`src/rtl/serv_ram_arbiter.sv`:
```
// Three-way arbiter sharing a single-port 32-bit RAM between a byte-wide host
// port, the SERV data bus and the SERV instruction bus (grant/access/response).
module serv_ram_arbiter #(
   parameter int AW              = 5,
   parameter int HOST_MAX_CONSEC = 4
) (
   input  logic          clk,
   input  logic          rst_n,
   input  logic          host_req,
   input  logic          host_we,
   input  logic [AW+1:0] host_addr,
   input  logic [7:0]    host_wdata,
   output logic [7:0]    host_rdata,
   output logic          host_ack,
   input  logic          ibus_cyc,
   input  logic [31:0]   ibus_adr,
   output logic [31:0]   ibus_rdt,
   output logic          ibus_ack,
   input  logic          dbus_cyc,
   input  logic [31:0]   dbus_adr,
   input  logic          dbus_we,
   input  logic [31:0]   dbus_dat,
   input  logic [3:0]    dbus_sel,
   output logic [31:0]   dbus_rdt,
   output logic          dbus_ack,
   output logic          ram_en,
   output logic [AW-1:0] ram_a,
   output logic [3:0]    ram_we,
   output logic [31:0]   ram_di,
   input  logic [31:0]   ram_do
);

   localparam logic [3:0] CNT_MAX  = 4'(HOST_MAX_CONSEC);
   localparam logic [1:0] SRC_HOST = 2'd0;
   localparam logic [1:0] SRC_DBUS = 2'd1;
   localparam logic [1:0] SRC_IBUS = 2'd2;

   typedef enum logic [1:0] {IDLE = 2'd0, ACCESS = 2'd1, RESP = 2'd2} state_t;

   state_t          state_reg, state_next;
   logic [1:0]      src_reg, src_next;
   logic [AW-1:0]   addr_reg, addr_next;
   logic [3:0]      we_reg, we_next;
   logic [31:0]     di_reg, di_next;
   logic            oor_reg, oor_next;
   logic            rd_reg, rd_next;
   logic [1:0]      lane_reg, lane_next;
   logic [3:0]      cnt_reg, cnt_next;
   logic [7:0]      host_rdata_reg;
   logic [31:0]     ibus_rdt_reg, dbus_rdt_reg;

   logic            cpu_pending, host_skip, grant_host, grant_dbus;
   logic            dbus_oor, ibus_oor;
   logic [3:0]      host_we_lanes;
   logic [31:0]     host_di_lanes;
   logic [7:0]      host_byte;
   logic [31:0]     cpu_data;
   logic            in_access, in_resp;
   logic [3:0]      unused_adr_bits;

   assign unused_adr_bits = {dbus_adr[1:0], ibus_adr[1:0]};

   // The host may only be passed over once it has starved the CPU long enough.
   assign cpu_pending = dbus_cyc | ibus_cyc;
   assign host_skip   = (cnt_reg == CNT_MAX) && cpu_pending;
   assign grant_host  = host_req && !host_skip;
   assign grant_dbus  = !grant_host && dbus_cyc;

   assign dbus_oor = |dbus_adr[31:AW+2];
   assign ibus_oor = |ibus_adr[31:AW+2];

   genvar gi;
   generate
      for (gi = 0; gi < 4; gi++) begin : g_lane
         assign host_we_lanes[gi]        = host_we && (host_addr[1:0] == 2'(gi));
         assign host_di_lanes[8*gi +: 8] = (host_addr[1:0] == 2'(gi)) ? host_wdata : 8'h00;
      end
   endgenerate

   always_comb begin
      state_next = state_reg;
      src_next   = src_reg;
      addr_next  = addr_reg;
      we_next    = we_reg;
      di_next    = di_reg;
      oor_next   = oor_reg;
      rd_next    = rd_reg;
      lane_next  = lane_reg;
      cnt_next   = cnt_reg;
      case (state_reg)
         IDLE: begin
            if (grant_host) begin
               state_next = ACCESS;
               src_next   = SRC_HOST;
               addr_next  = host_addr[AW+1:2];
               we_next    = host_we_lanes;
               di_next    = host_di_lanes;
               oor_next   = 1'b0;
               rd_next    = !host_we;
               lane_next  = host_addr[1:0];
               if (!cpu_pending)
                  cnt_next = 4'd0;
               else if (cnt_reg != CNT_MAX)
                  cnt_next = cnt_reg + 4'd1;
            end else if (grant_dbus) begin
               state_next = ACCESS;
               src_next   = SRC_DBUS;
               addr_next  = dbus_adr[AW+1:2];
               we_next    = dbus_we ? dbus_sel : 4'b0000;
               di_next    = dbus_dat;
               oor_next   = dbus_oor;
               rd_next    = !dbus_we;
               lane_next  = 2'd0;
               cnt_next   = 4'd0;
            end else if (ibus_cyc) begin
               state_next = ACCESS;
               src_next   = SRC_IBUS;
               addr_next  = ibus_adr[AW+1:2];
               we_next    = 4'b0000;
               di_next    = 32'h0;
               oor_next   = ibus_oor;
               rd_next    = 1'b1;
               lane_next  = 2'd0;
               cnt_next   = 4'd0;
            end
         end
         ACCESS:  state_next = RESP;
         RESP:    state_next = IDLE;
         default: state_next = IDLE;
      endcase
   end

   always_ff @(posedge clk or negedge rst_n) begin
      if (!rst_n) begin
         state_reg <= IDLE;
         src_reg   <= SRC_HOST;
         addr_reg  <= '0;
         we_reg    <= 4'b0000;
         di_reg    <= 32'h0;
         oor_reg   <= 1'b0;
         rd_reg    <= 1'b0;
         lane_reg  <= 2'd0;
         cnt_reg   <= 4'd0;
      end else begin
         state_reg <= state_next;
         src_reg   <= src_next;
         addr_reg  <= addr_next;
         we_reg    <= we_next;
         di_reg    <= di_next;
         oor_reg   <= oor_next;
         rd_reg    <= rd_next;
         lane_reg  <= lane_next;
         cnt_reg   <= cnt_next;
      end
   end

   assign in_access = (state_reg == ACCESS);
   assign in_resp   = (state_reg == RESP);

   assign ram_en = in_access && !oor_reg;
   assign ram_we = ram_en ? we_reg : 4'b0000;
   assign ram_a  = addr_reg;
   assign ram_di = di_reg;

   assign host_ack = in_resp && (src_reg == SRC_HOST);
   assign dbus_ack = in_resp && (src_reg == SRC_DBUS);
   assign ibus_ack = in_resp && (src_reg == SRC_IBUS);

   always_comb begin
      case (lane_reg)
         2'd0:    host_byte = ram_do[7:0];
         2'd1:    host_byte = ram_do[15:8];
         2'd2:    host_byte = ram_do[23:16];
         default: host_byte = ram_do[31:24];
      endcase
   end
   assign cpu_data = oor_reg ? 32'h0 : ram_do;

   // RAM data only exists during the response cycle, so it is bypassed there and held afterwards.
   always_ff @(posedge clk or negedge rst_n) begin
      if (!rst_n) begin
         host_rdata_reg <= 8'h00;
         ibus_rdt_reg   <= 32'h0;
         dbus_rdt_reg   <= 32'h0;
      end else begin
         if (host_ack && rd_reg) host_rdata_reg <= host_byte;
         if (ibus_ack && rd_reg) ibus_rdt_reg   <= cpu_data;
         if (dbus_ack && rd_reg) dbus_rdt_reg   <= cpu_data;
      end
   end

   assign host_rdata = (host_ack && rd_reg) ? host_byte : host_rdata_reg;
   assign ibus_rdt   = (ibus_ack && rd_reg) ? cpu_data  : ibus_rdt_reg;
   assign dbus_rdt   = (dbus_ack && rd_reg) ? cpu_data  : dbus_rdt_reg;

endmodule

```
`config.mk`:
```
export PLATFORM = sky130hd
export DESIGN_NAME = serv_ram_arbiter
export DESIGN_NICKNAME = d
export VERILOG_FILES = /design/src/rtl/serv_ram_arbiter.sv
export SDC_FILE = /design/constraint.sdc
export NUM_CORES = 1
export LEC_CHECK = 0
export ABC_AREA = 1
export BUFFER_PORTS_ARGS = -buffer_cell sky130_fd_sc_hd__buf_4
export CAP_MARGIN = 40
export CORE_MARGIN = 2
export CORE_UTILIZATION = 29
export CTS_CLUSTER_DIAMETER = 100
export DETAILED_ROUTE_END_ITERATION = 6
export GPL_TIMING_DRIVEN = 0
export PLACE_DENSITY = 0.65
export SYNTH_ARGS = -nofsm -noshare
export SYNTH_HDL_FRONTEND = slang
export SYNTH_SLANG_ARGS = --single-unit
export TNS_END_PERCENT = 1
```
`constraint.sdc`:
```
create_clock -name clk -period 4.5 [get_ports clk]
set_input_delay 0.45 -clock clk [delete_from_list [all_inputs] [get_ports clk]]
set_output_delay 0.45 -clock clk [all_outputs]
set_load 0.02 [all_outputs]
```
After elaboration in Yosys (flattened, before gate mapping):

Cells that the tools add are included.

* flip-flop bits (word level): 125
* bits in latches: 0
* RAM bits: 0
* bits in read-only memories: 0
* word-level logic and storage cells: 95
* memories: 0

* add/subtract/negate cells: 1
* multiply operators: 0
* divide/modulo/power cells: 0
* magnitude comparators: 0
* equality and inequality tests: 13
* shift-type cells: 0
* muxes and demuxes: 40
* bitwise logic cells: 1
* reduce and logical (&&, ||, !) cells: 28

Operators by type and width (number)
* $mux W32: 6
* $reduce_or A25 Y1: 2
* $mux W8: 5
* $mux W4: 9
* $pmux W8 S3: 1
* $mux W2: 9
* $mux W5: 3
* $logic_and A1 B1 Y1: 14
* $eq A2 B2 Y1 const B: 5
* $eq A2 B1 Y1 const B: 4
* $logic_not A2 Y1: 4
* $mux W1: 6
* $logic_not A1 Y1: 5
* $add A4 B1 Y4 const B: 1
* $eq A4 B3 Y1 const B: 1
* $ne A4 B3 Y1 const B: 1
* $ne A4 B4 Y1 const B: 1
* $pmux W2 S2: 1
* $ne A3 B2 Y1 const B: 1
* $reduce_and A3 Y1: 1
* $reduce_bool A3 Y1: 1
* $reduce_and A2 Y1: 1
* $or A1 B1 Y1: 1

Depth between registers and ports, before layout:

Gate-level depths: netlist of run 1.

* depth in word-level cells: 9
* depth in mapped cells: 10

Worst setup path before layout of run 1:

Ideal clock, no wire load.

* path type: reg-to-output
* start point: register state_reg[0]
* end point: output port host_rdata[0]
* arrival: 2.033 ns
* required time: 4.050 ns
* path slack: 2.017 ns
* stages on the path, launching flop included: 7
* path through: dfrtp_1 -> inv_1 -> nand2_1 -> nor3_1 -> nand2_1 -> buf_2 -> o21ai_0

* longest elaborated chain between the ends: 4

Ends and longest elaborated chain
* from (decl): line 40 `state_t state_reg, state_next;`
* from (signal assigned): line 145 `state_reg <= state_next;`
* $eq A2 B2 Y1: line 158 `assign in_resp = (state_reg == RESP);`
* $logic_and A1 B1 Y1: line 165 `assign host_ack = in_resp && (src_reg == SRC_HOST);`
* via host_ack: line 14 `output logic host_ack,`
* $logic_and A1 B1 Y1: line 192 `assign host_rdata = (host_ack && rd_reg) ? host_byte : host_rdata_reg;`
* $mux W8
* to (decl): line 13 `output logic [7:0] host_rdata,`

The timed path passes the listed nets, and every way through them passes these cells.

Final worst setup path of run 1:

* start point: register state_reg[0]
* end point: output port dbus_rdt[11]

* longest elaborated chain between the ends: 4

Ends and longest elaborated chain
* $eq A2 B2 Y1: line 158
* $logic_and A1 B1 Y1: line 166 `assign dbus_ack = in_resp && (src_reg == SRC_DBUS);`
* $logic_and A1 B1 Y1: line 194 `assign dbus_rdt = (dbus_ack && rd_reg) ? cpu_data : dbus_rdt_reg;`
* $mux W32
* to (decl): line 24 `output logic [31:0] dbus_rdt,`

Every way passes these cells.

==> results of run 1 <==
## synth_stat cells (6+ instances only)
master,n,area share
nand2_1,253,0.16
inv_1,146,0.090
dfrtp_1,125,0.51
nor2_1,91,0.056
o21ai_0,66,0.054
nand3_1,36,0.030
o21ai_1,17,0.014
o211ai_1,15,0.018
buf_2,14,0.011
clkbuf_1,11,0.0068
nor3_1,7,0.0057
a21oi_1,6,0.0049
## area by class of cell
cell class / count / share of cell area
buffer: 28 / 0.0159
inverter: 150 / 0.0617
multi-input combinational: 510 / 0.248
timing repair buffer: 267 / 0.222
clock buffer: 19 / 0.0485
sequential: 125 / 0.343
tap: 275 / 0.0377
clock inverter: 13 / 0.0233
## power breakdown
part           total (mW)  internal (mW)  switching [mW]
registers            1.90           1.67           0.231
logic                3.14           1.17            1.97
clock network        1.53           1.00           0.532
total                6.57           3.84            2.73
## how the worst max path moves through the flow
stage / startpoint / to / slack (ps) / depth (start not counted)
2_1_floorplan: state_reg[0] / host_rdata[0] / 2020 / 6
3_3_place_gp: state_reg[0] / dbus_rdt[5] / 1920 / 6
3_5_place_dp: state_reg[0] / dbus_rdt[11] / 1880 / 7
4_1_cts: state_reg[0] / dbus_rdt[11] / 1410 / 7
5_1_grt: state_reg[0] / ibus_rdt[12] / 1280 / 6
6_report: state_reg[0] / dbus_rdt[11] / 1510 / 7
## per-layer routing
metal  global-route usage  up-vias  routed length, microns
met3               0.0581       14                    1780
li1                     -     3049                       -
met1                0.243     2819                    8930
met5                    0        -                       0
met4               0.0590        0                     193
met2                0.321      220                   10100
## cells by family after synthesis
family,count (synthesis),share of synthesized area
compound gates,109,0.0987
xor+xnor,2,0.00287
fa+ha+maj,2,0.00410
buf+inv,178,0.116
flops,125,0.513
simple gates,397,0.265
## per-stage QoR
stage	power, mW	util
after CTS	6.64	0.438
final	6.57	0.438
after global placement	5.02	0.405
after global routing	6.99	0.438
after floorplan	3.63	-
after detailed placement	5.08	0.407
==> results.txt, run 1 <==
outcome -> complete, no violations
pins over their slew limit -> 0
dominant synthesized flop cell -> dfrtp_1
R2R depth -> 5
Starting DRT DRC Count -> 249
setup_tns -> 0 ps
P per Cell Area -> 720 mW/mm^2
Syn. warnings -> 0
starting density of the core -> 0.293
Final Hold Vio Count -> 0
P_leak -> 4.88 nW
critical setup path kind -> flip-flop to output port
unrepaired setup endpoints after global routing -> false
worst hold path class -> primary input to asynchronous set/reset pin
setup slack at placement -> 1880 ps
fin area -> 0.00913 sq mm
period utilization -> 0.665
Crit path required time -> 4050 ps
synth unique cells -> 26
WL per Instance -> 15.1 microns
Core Rows -> 53
Critical Path Max Stage Delay -> 650 ps
H-tree depth -> 4
routability cong. -> 0.849
DP Area -> 0.00847 sq mm
area delta synth->final -> 49.7%
RR Startpoint -> state_reg[0]
Clock Sinks -> 125
Post-CTS Hold Buffers -> 0
postcts setup bufs -> 0
drt drc -> 0
DIE AREA -> 0.0222 sq mm
Filler cells -> 2,144
Die Height -> 149 microns
post-route setup slack -> 1510 ps
CTS Buffer Depth -> 2
DR vias -> 6,102
sequential cell area -> 0.00313 sq mm
multi-input logic area -> 0.00226 sq mm
final std cells w/o fill -> 1,387
Critical Path Start Type -> flip-flop
Critical Path End Type -> output port
crit path time final -> 2990 ps
Synth Net Count -> 969
Reg clk slew, reported paths -> 60 ps
VDD IR max -> 312 uV
IO Port Bufs -> 266
core area -> 0.0208 sq mm
Arrival @ worst endpoint -> 2540 ps
RR Endpoint -> dbus_rdt_reg[6]
Die Wd -> 149 microns
Final setup viols -> 0
total track usage -> 0.194
flop-to-flop setup slack -> 2420 ps
Post-CTS Resized -> 0
CP max-delay cell -> nor4_4
delay-heaviest family, CP -> simple AND/OR/NAND/NOR gates
Ports -> 271
Slew @ Worst Pin -> 800 ps
Cell Area, Synth -> 0.00610 sq mm
number of synthesized register bits -> 125
Cells after DPL -> 1,355
commonest non-fill, non-tap cell in the layout -> buf_4
Seq/Total Area, Yosys -> 0.513
Post-Synthesis Cells -> 813
Slew headroom -> 0.463
largest net degree at the start of global routing -> 65
worst path bufs/invs -> 3
vias per inst -> 4.40
layout cells sized above 1 -> 0.295
final worst clock skew -> 10.3 ps
vias in the first global route -> 6,260
Post-synth EDFFs -> 0
root buf cell -> clkbuf_16
Pre-Repair DR Iteration Count -> 5
Ant. Diodes -> 0
crit-path max FO -> 10
CTS tree -> done
Skew-Pair Late Insertion Delay -> 410 ps
fraction of registers with async set or reset after synthesis -> 1.00
crit-path most repeated cell -> nand2_1
crit path cell chain -> inv_1 > nand2_1 > nor4_4 > buf_2 > nand2_1 > o21ai_0 > buf_4
commonest non-fill, non-tap cells in the layout -> 265 x buf_4, 253 x nand2_1, 146 x inv_1
grt total ovfl -> 0
drt total wl -> 21,000 microns
Num CTS Buffers -> 17
initial antenna violation count -> 0
syn_area_per_cell -> 7.50 sq um
DP Wirelength -> 16,500 microns
global-route wire length before repair -> 33,200 microns
Final ANT Viol Nets -> 0
Worst Hold Margin -> 32.7 ps
Max-Cap Viols -> 0
fmax -> 0.334 GHz
nets@finish -> 1,255
(Power assumes the default switching activity.)
==> inputs of run 2 (changes only) <==
- PLACE_DENSITY: 0.65 -> 0.67
- clock period: 4.5 -> 2.7 ns (I/O delays scaled with it)
==> run 2 against run 1 <==
Net effect: clock power up 52%; global-route usage shrank 0.60 points; clock skew decreased by 2.1 ps; cell count up 0.36%; first-iteration DRC count is 8.0% lower; core utilization increased by 0.090 points; critical path type unchanged; hold slack improved by 23 ps; clock-buffer cell count unchanged; flip-flop and latch count stayed put.
==> results.txt, run 2 (synthesis gave the netlist of run 1 again) <==
outcome -> complete, no violations
largest net degree at the start of global routing -> 73 (+12%)
Die Wd -> 149 microns (unchanged)
M1 wire length -> 8800 microns (-1.5%)
R2R depth -> 7 (+2)
Max-Cap Viols -> 0 (unchanged)
Ant. Diodes -> 0 (unchanged)
final worst clock skew -> 8.24 ps (-2.05 ps)
DIE AREA -> 0.0222 sq mm (unchanged)
initial antenna violation count -> 0 (unchanged)
Num CTS Buffers -> 17 (unchanged)
global-route wire length before repair -> 32,300 microns (-2.5%)
P per Cell Area -> 1170 mW/mm^2 (+63%)
Critical Path Start Type -> flip-flop
DR vias -> 6,163 (+1.0%)
period utilization -> 0.925
crit-path most repeated cell -> buf_4
critical setup path kind -> flip-flop to output port
WL per Instance -> 14.9 microns (-1.9%)
IO Port Bufs -> 266 (unchanged)
Ports -> 271 (unchanged)
drt drc -> 0 (unchanged)
Critical Path Max Stage Delay -> 380 ps (-270 ps)
commonest non-fill, non-tap cell in the layout -> buf_4
H-tree depth -> 4 (unchanged)
P_leak -> 4.89 nW (+0.27%)
vias per inst -> 4.43 (+0.64%)
Top Layer Used -> met4
crit path time final -> 2500 ps
met3 wire len -> 1780 microns (-0.45%)
fmax -> 0.401 GHz
area delta synth->final -> 50.0%
setup slack at placement -> 309 ps (-1570 ps)
DP Area -> 0.00847 sq mm (unchanged)
CTS tree -> done
drt total wl -> 20,700 microns (-1.5%)
worst hold start -> dbus_dat[9]
CTS Buffer Depth -> 2 (unchanged)
Crit path required time -> 2430 ps (-1620 ps)
RR Startpoint -> cnt_reg[0]
RR Endpoint -> ram_di[4]
crit-path max FO -> 10 (unchanged)
starting density of the core -> 0.293 (unchanged)
total power -> 10.7 mW (+63%)
commonest non-fill, non-tap cells in the layout -> 270 x buf_4, 252 x nand2_1, 146 x inv_1
flop-to-flop setup slack -> 900 ps (-1520 ps)
post-route setup slack -> 203 ps (-1300 ps)
Skew-Pair Late Insertion Delay -> 410 ps (about the same)
worst hold path class -> primary input to flip-flop
pins over their slew limit -> 0 (unchanged)
routability cong. -> 0.816 (-3.9%)
Critical Path End Type -> output port
Hold Path Stages -> 3
Final ANT Viol Nets -> 0 (unchanged)
Pre-Repair DR Iteration Count -> 6 (+1)
DP Wirelength -> 16,400 microns (-0.84%)
layout cells sized above 1 -> 0.302 (+0.00674)
VDD IR max -> 513 uV (+65%)
nets@finish -> 1,260 (+0.40%)
root buf cell -> clkbuf_16
Core Rows -> 53 (unchanged)
Clock Sinks -> 125 (unchanged)
crit path cell chain -> inv_1 > nand2_2 > nor4_4 > buf_4 > clkbuf_1 > o21ai_0 > buf_4
vias in the first global route -> 6,227 (-0.53%)
Final Hold Vio Count -> 0 (unchanged)
fin area -> 0.00915 sq mm (+0.21%)
worst hold endpoint -> ram_di[9]
grt total ovfl -> 0 (unchanged)
Slew @ Worst Pin -> 642 ps (-158 ps)
Reg clk slew, reported paths -> 60 ps (about the same)
Arrival @ worst endpoint -> 2230 ps (-310 ps)
Die Height -> 149 microns (unchanged)
unrepaired setup endpoints after global routing -> false
met2 wire length -> 9550 microns (-5.4%)
Starting DRT DRC Count -> 229 (-8.0%)
total track usage -> 0.188 (-0.00602)
core area -> 0.0208 sq mm (unchanged)
Final setup viols -> 0 (unchanged)
CP max-delay cell -> dfrtp_1
Slew headroom -> 0.571 (+0.108)
run 2: cell types whose count changed in the layout (fill, tap and decap cells not counted), sizes merged:
cell         delta
bufinv          -3
inv             +6
clkinv          -4
dlygate4sd3     +1
buf             +4
clkinvlp        +1
run 2: cell type report:
| type | instances | area (sq um) |
|---|---|---|
| Fill cell | 2128 | 11700 |
| Clock inverter | 13 | 151 |
| Clock buffer | 19 | 453 |
| Buffer | 28 | 155 |
| Sequential cell | 125 | 3130 |
| Timing Repair Buffer | 272 | 2080 |
| Multi-Input combinational cell | 510 | 2270 |
| Tap cell | 275 | 344 |
| Inverter | 150 | 563 |
run 2: worst max path at each step:
stage                       from       endpoint  slack [ps]
floorplan           state_reg[0]  host_rdata[0]         400
global placement    state_reg[0]    dbus_rdt[4]         310
detailed placement  state_reg[0]    dbus_rdt[4]         310
CTS                 state_reg[0]    dbus_rdt[4]         -70
global route        state_reg[0]    ibus_rdt[7]          10
finish              state_reg[0]    ibus_rdt[7]         200
run 2: routing by layer:
| layer | global-route usage | up-vias |
|---|---|---|
| met5 | 0 | - |
| met4 | 0.0714 | 0 |
| met3 | 0.0578 | 33 |
| met2 | 0.304 | 241 |
| met1 | 0.235 | 2829 |
| li1 | - | 3060 |
run 2: worst max-delay path: cells and delay by family, from the launching register on:
family	cells	cell delay, ps
compound gates	1	240
simple gates	2	350
flops	1	380
buf+inv	4	850
run 2: power breakdown:
group          switching, mW  internal [mW]  leakage (nW)
combinational           3.27           1.97          3.07
sequential             0.382           2.78          1.52
clock                  0.898           1.43         0.296
run 2: per-stage QoR:
| stage | setup TNS [ps] | cells | util | hold WS [ps] |
|---|---|---|---|---|
| after floorplan | 0 | 813 | - | -25.6 |
| after global placement | 0 | 1354 | 0.405 | 460 |
| after detailed placement | 0 | 1355 | 0.407 | 260 |
| after CTS | -546 | 1391 | 0.438 | 37.1 |
| after global routing | 0 | 1392 | 0.439 | 43.7 |
| final | 0 | 1392 | 0.439 | 56.2 |
run 2: what timing repair did:
item,4_1_cts,5_1_grt
cloned,0,0
hold endpoints to repair,53,0
hold buffers,1,0
setup buffers,3,1
resized for setup,5,2
pin swaps,1,1
endpoints found under the setup margin,50,49
==> inputs of run 3 (changes only) <==
- CORE_ASPECT_RATIO: unset -> 2
==> run 3 against run 2 <==
Net effect: fmax down 6.3%; sequential power about the same; critical path depth unchanged; global-route usage up 2.4 points; critical path type unchanged; wire length up 9.9%; flip-flop and latch count unchanged.
==> results.txt, run 3 (synthesis gave the netlist of run 1 again) <==
outcome -> complete, no violations
Cells after DPL -> 1,349 (-0.44%)
Slew @ Worst Pin -> 671 ps (+29.0 ps)
CTS tree -> done
crit path time final -> 2670 ps (+169 ps)
Skew-Pair Late Insertion Delay -> 420 ps (about the same)
Final Hold Vio Count -> 0 (unchanged)
DR vias -> 6,169 (+0.097%)
Final setup viols -> 0 (unchanged)
grt total ovfl -> 0 (unchanged)
Crit path required time -> 2430 ps (about the same)
P per Cell Area -> 1170 mW/mm^2 (about the same)
IO Port Bufs -> 266 (unchanged)
area delta synth->final -> 48.5%
pins over their slew limit -> 0 (unchanged)
DP Wirelength -> 18,100 microns (+10%)
worst hold start -> dbus_dat[11]
global-route wire length before repair -> 35,400 microns (+9.4%)
Max-Cap Viols -> 0 (unchanged)
commonest non-fill, non-tap cells in the layout -> 270 x buf_4, 253 x nand2_1, 146 x inv_1
starting density of the core -> 0.293 (about the same)
layout cells sized above 1 -> 0.300 (-0.00206)
Final ANT Viol Nets -> 0 (unchanged)
Ports -> 271 (unchanged)
final std cells w/o fill -> 1,387 (-0.36%)
Final Util -> 0.435 (-0.00454)
CTS Buffer Depth -> 2 (unchanged)
Slew headroom -> 0.551 (-0.0194)
root buf cell -> clkbuf_16
RR Startpoint -> state_reg[0]
routability cong. -> 0.877 (+7.5%)
H-tree depth -> 4 (unchanged)
Hold Path Stages -> 3 (unchanged)
Critical Path End Type -> output port
crit-path max FO -> 10 (unchanged)
RR Endpoint -> dbus_rdt_reg[19]
unrepaired setup endpoints after global routing -> true
vias per inst -> 4.45 (+0.46%)
Ant. Diodes -> 0 (unchanged)
Pre-Repair DR Iteration Count -> 5 (-1)
Clock Sinks -> 125 (unchanged)
total track usage -> 0.211 (+0.0235)
WL per Instance -> 16.4 microns (+10%)
Core Rows -> 75 (+42%)
critical setup path kind -> flip-flop to output port
Critical Path Start Type -> flip-flop
drt drc -> 0 (unchanged)
flop-to-flop setup slack -> 770 ps (-130 ps)
Reg clk slew, reported paths -> 60 ps (about the same)
Num CTS Buffers -> 17 (unchanged)
drt total wl -> 22,700 microns (+9.9%)
Die Wd -> 107 microns (-29%)
vias in the first global route -> 6,510 (+4.5%)
R2R depth -> 6 (-1)
commonest non-fill, non-tap cell in the layout -> buf_4
nets@finish -> 1,261 (+0.079%)
core area -> 0.0208 sq mm (about the same)
P_leak -> 4.85 nW (-0.71%)
initial antenna violation count -> 0 (unchanged)
VDD IR max -> 555 uV (+8.2%)
Die Height -> 209 microns (+40%)
largest net degree at the start of global routing -> 64 (-12%)
DIE AREA -> 0.0223 sq mm (+0.31%)
worst hold endpoint -> ram_di[11]
Starting DRT DRC Count -> 332 (+45%)
fmax -> 0.375 GHz (-6.3%)
Arrival @ worst endpoint -> 2400 ps (+170 ps)
final worst clock skew -> 11.9 ps (+3.66 ps)
worst hold path class -> primary input to flip-flop
period utilization -> 0.987 (+0.0624)
Worst Hold Margin -> 54.0 ps (-2.22 ps)
-- run 3: power by group --
part	switching, mW	total, mW	internal [mW]
Sequential	0.374	3.16	2.79
Clock	0.856	2.10	1.24
Combinational	3.41	5.37	1.96
Total	4.64	10.6	5.99
-- run 3: worst max-delay path: stages, from the launching register on --
cell	delay, ps
dfrtp_1	370
inv_1	90
nand2_1	170
nor4_4	240
buf_4	190
clkbuf_1	380
o21ai_0	310
buf_4	240
-- run 3: layer usage --
metal  vias to the layer above  GRT usage  wire, microns
li1                       3053          -              -
met1                      2832      0.209           7760
met2                       218      0.391          12500
met3                        66     0.0462           1100
met4                         0      0.129           1330
met5                         -          0              0
-- run 3: repair_timing --
item                                   in CTS  in global routing
setup endpoints to repair                  14                 34
endpoints found under the hold margin      62                  0
buffers inserted                            4                  1
pin swaps                                   1                  1
hold buffers                                1                  0
resized for setup                           2                  1
-- run 3: layout make-up --
class	instances	area (sq um)
buffer	28	148
timing repair buffer	273	2080
multi-input combinational	510	2260
clock inverter	10	65.1
tap	269	337
sequential	125	3130
clock buffer	22	474
inverter	150	563
fill	2205	11800
-- run 3: per-stage QoR --
| step | power, mW | setup TNS [ps] | cell area, sq um | setup slack [ps] |
|---|---|---|---|---|
| after global routing | 11.4 | -65.7 | 9050 | -57.7 |
| after floorplan | 6.04 | 0 | 6100 | 397 |
| after global placement | 8.51 | 0 | 8430 | 389 |
| after CTS | 10.8 | -15.5 | 9040 | -15.5 |
| after detailed placement | 8.59 | 0 | 8460 | 348 |
| final | 10.6 | 0 | 9050 | 34.7 |
-- run 3: worst max path at each step --
stage	from	endpoint	slack, ps
2_1_floorplan	state_reg[0]	host_rdata[0]	400
3_3_place_gp	state_reg[0]	dbus_rdt[19]	390
3_5_place_dp	state_reg[0]	dbus_rdt[19]	350
4_1_cts	state_reg[0]	ibus_rdt[19]	-20
5_1_grt	state_reg[0]	dbus_rdt[19]	-60
6_report	state_reg[0]	dbus_rdt[19]	30
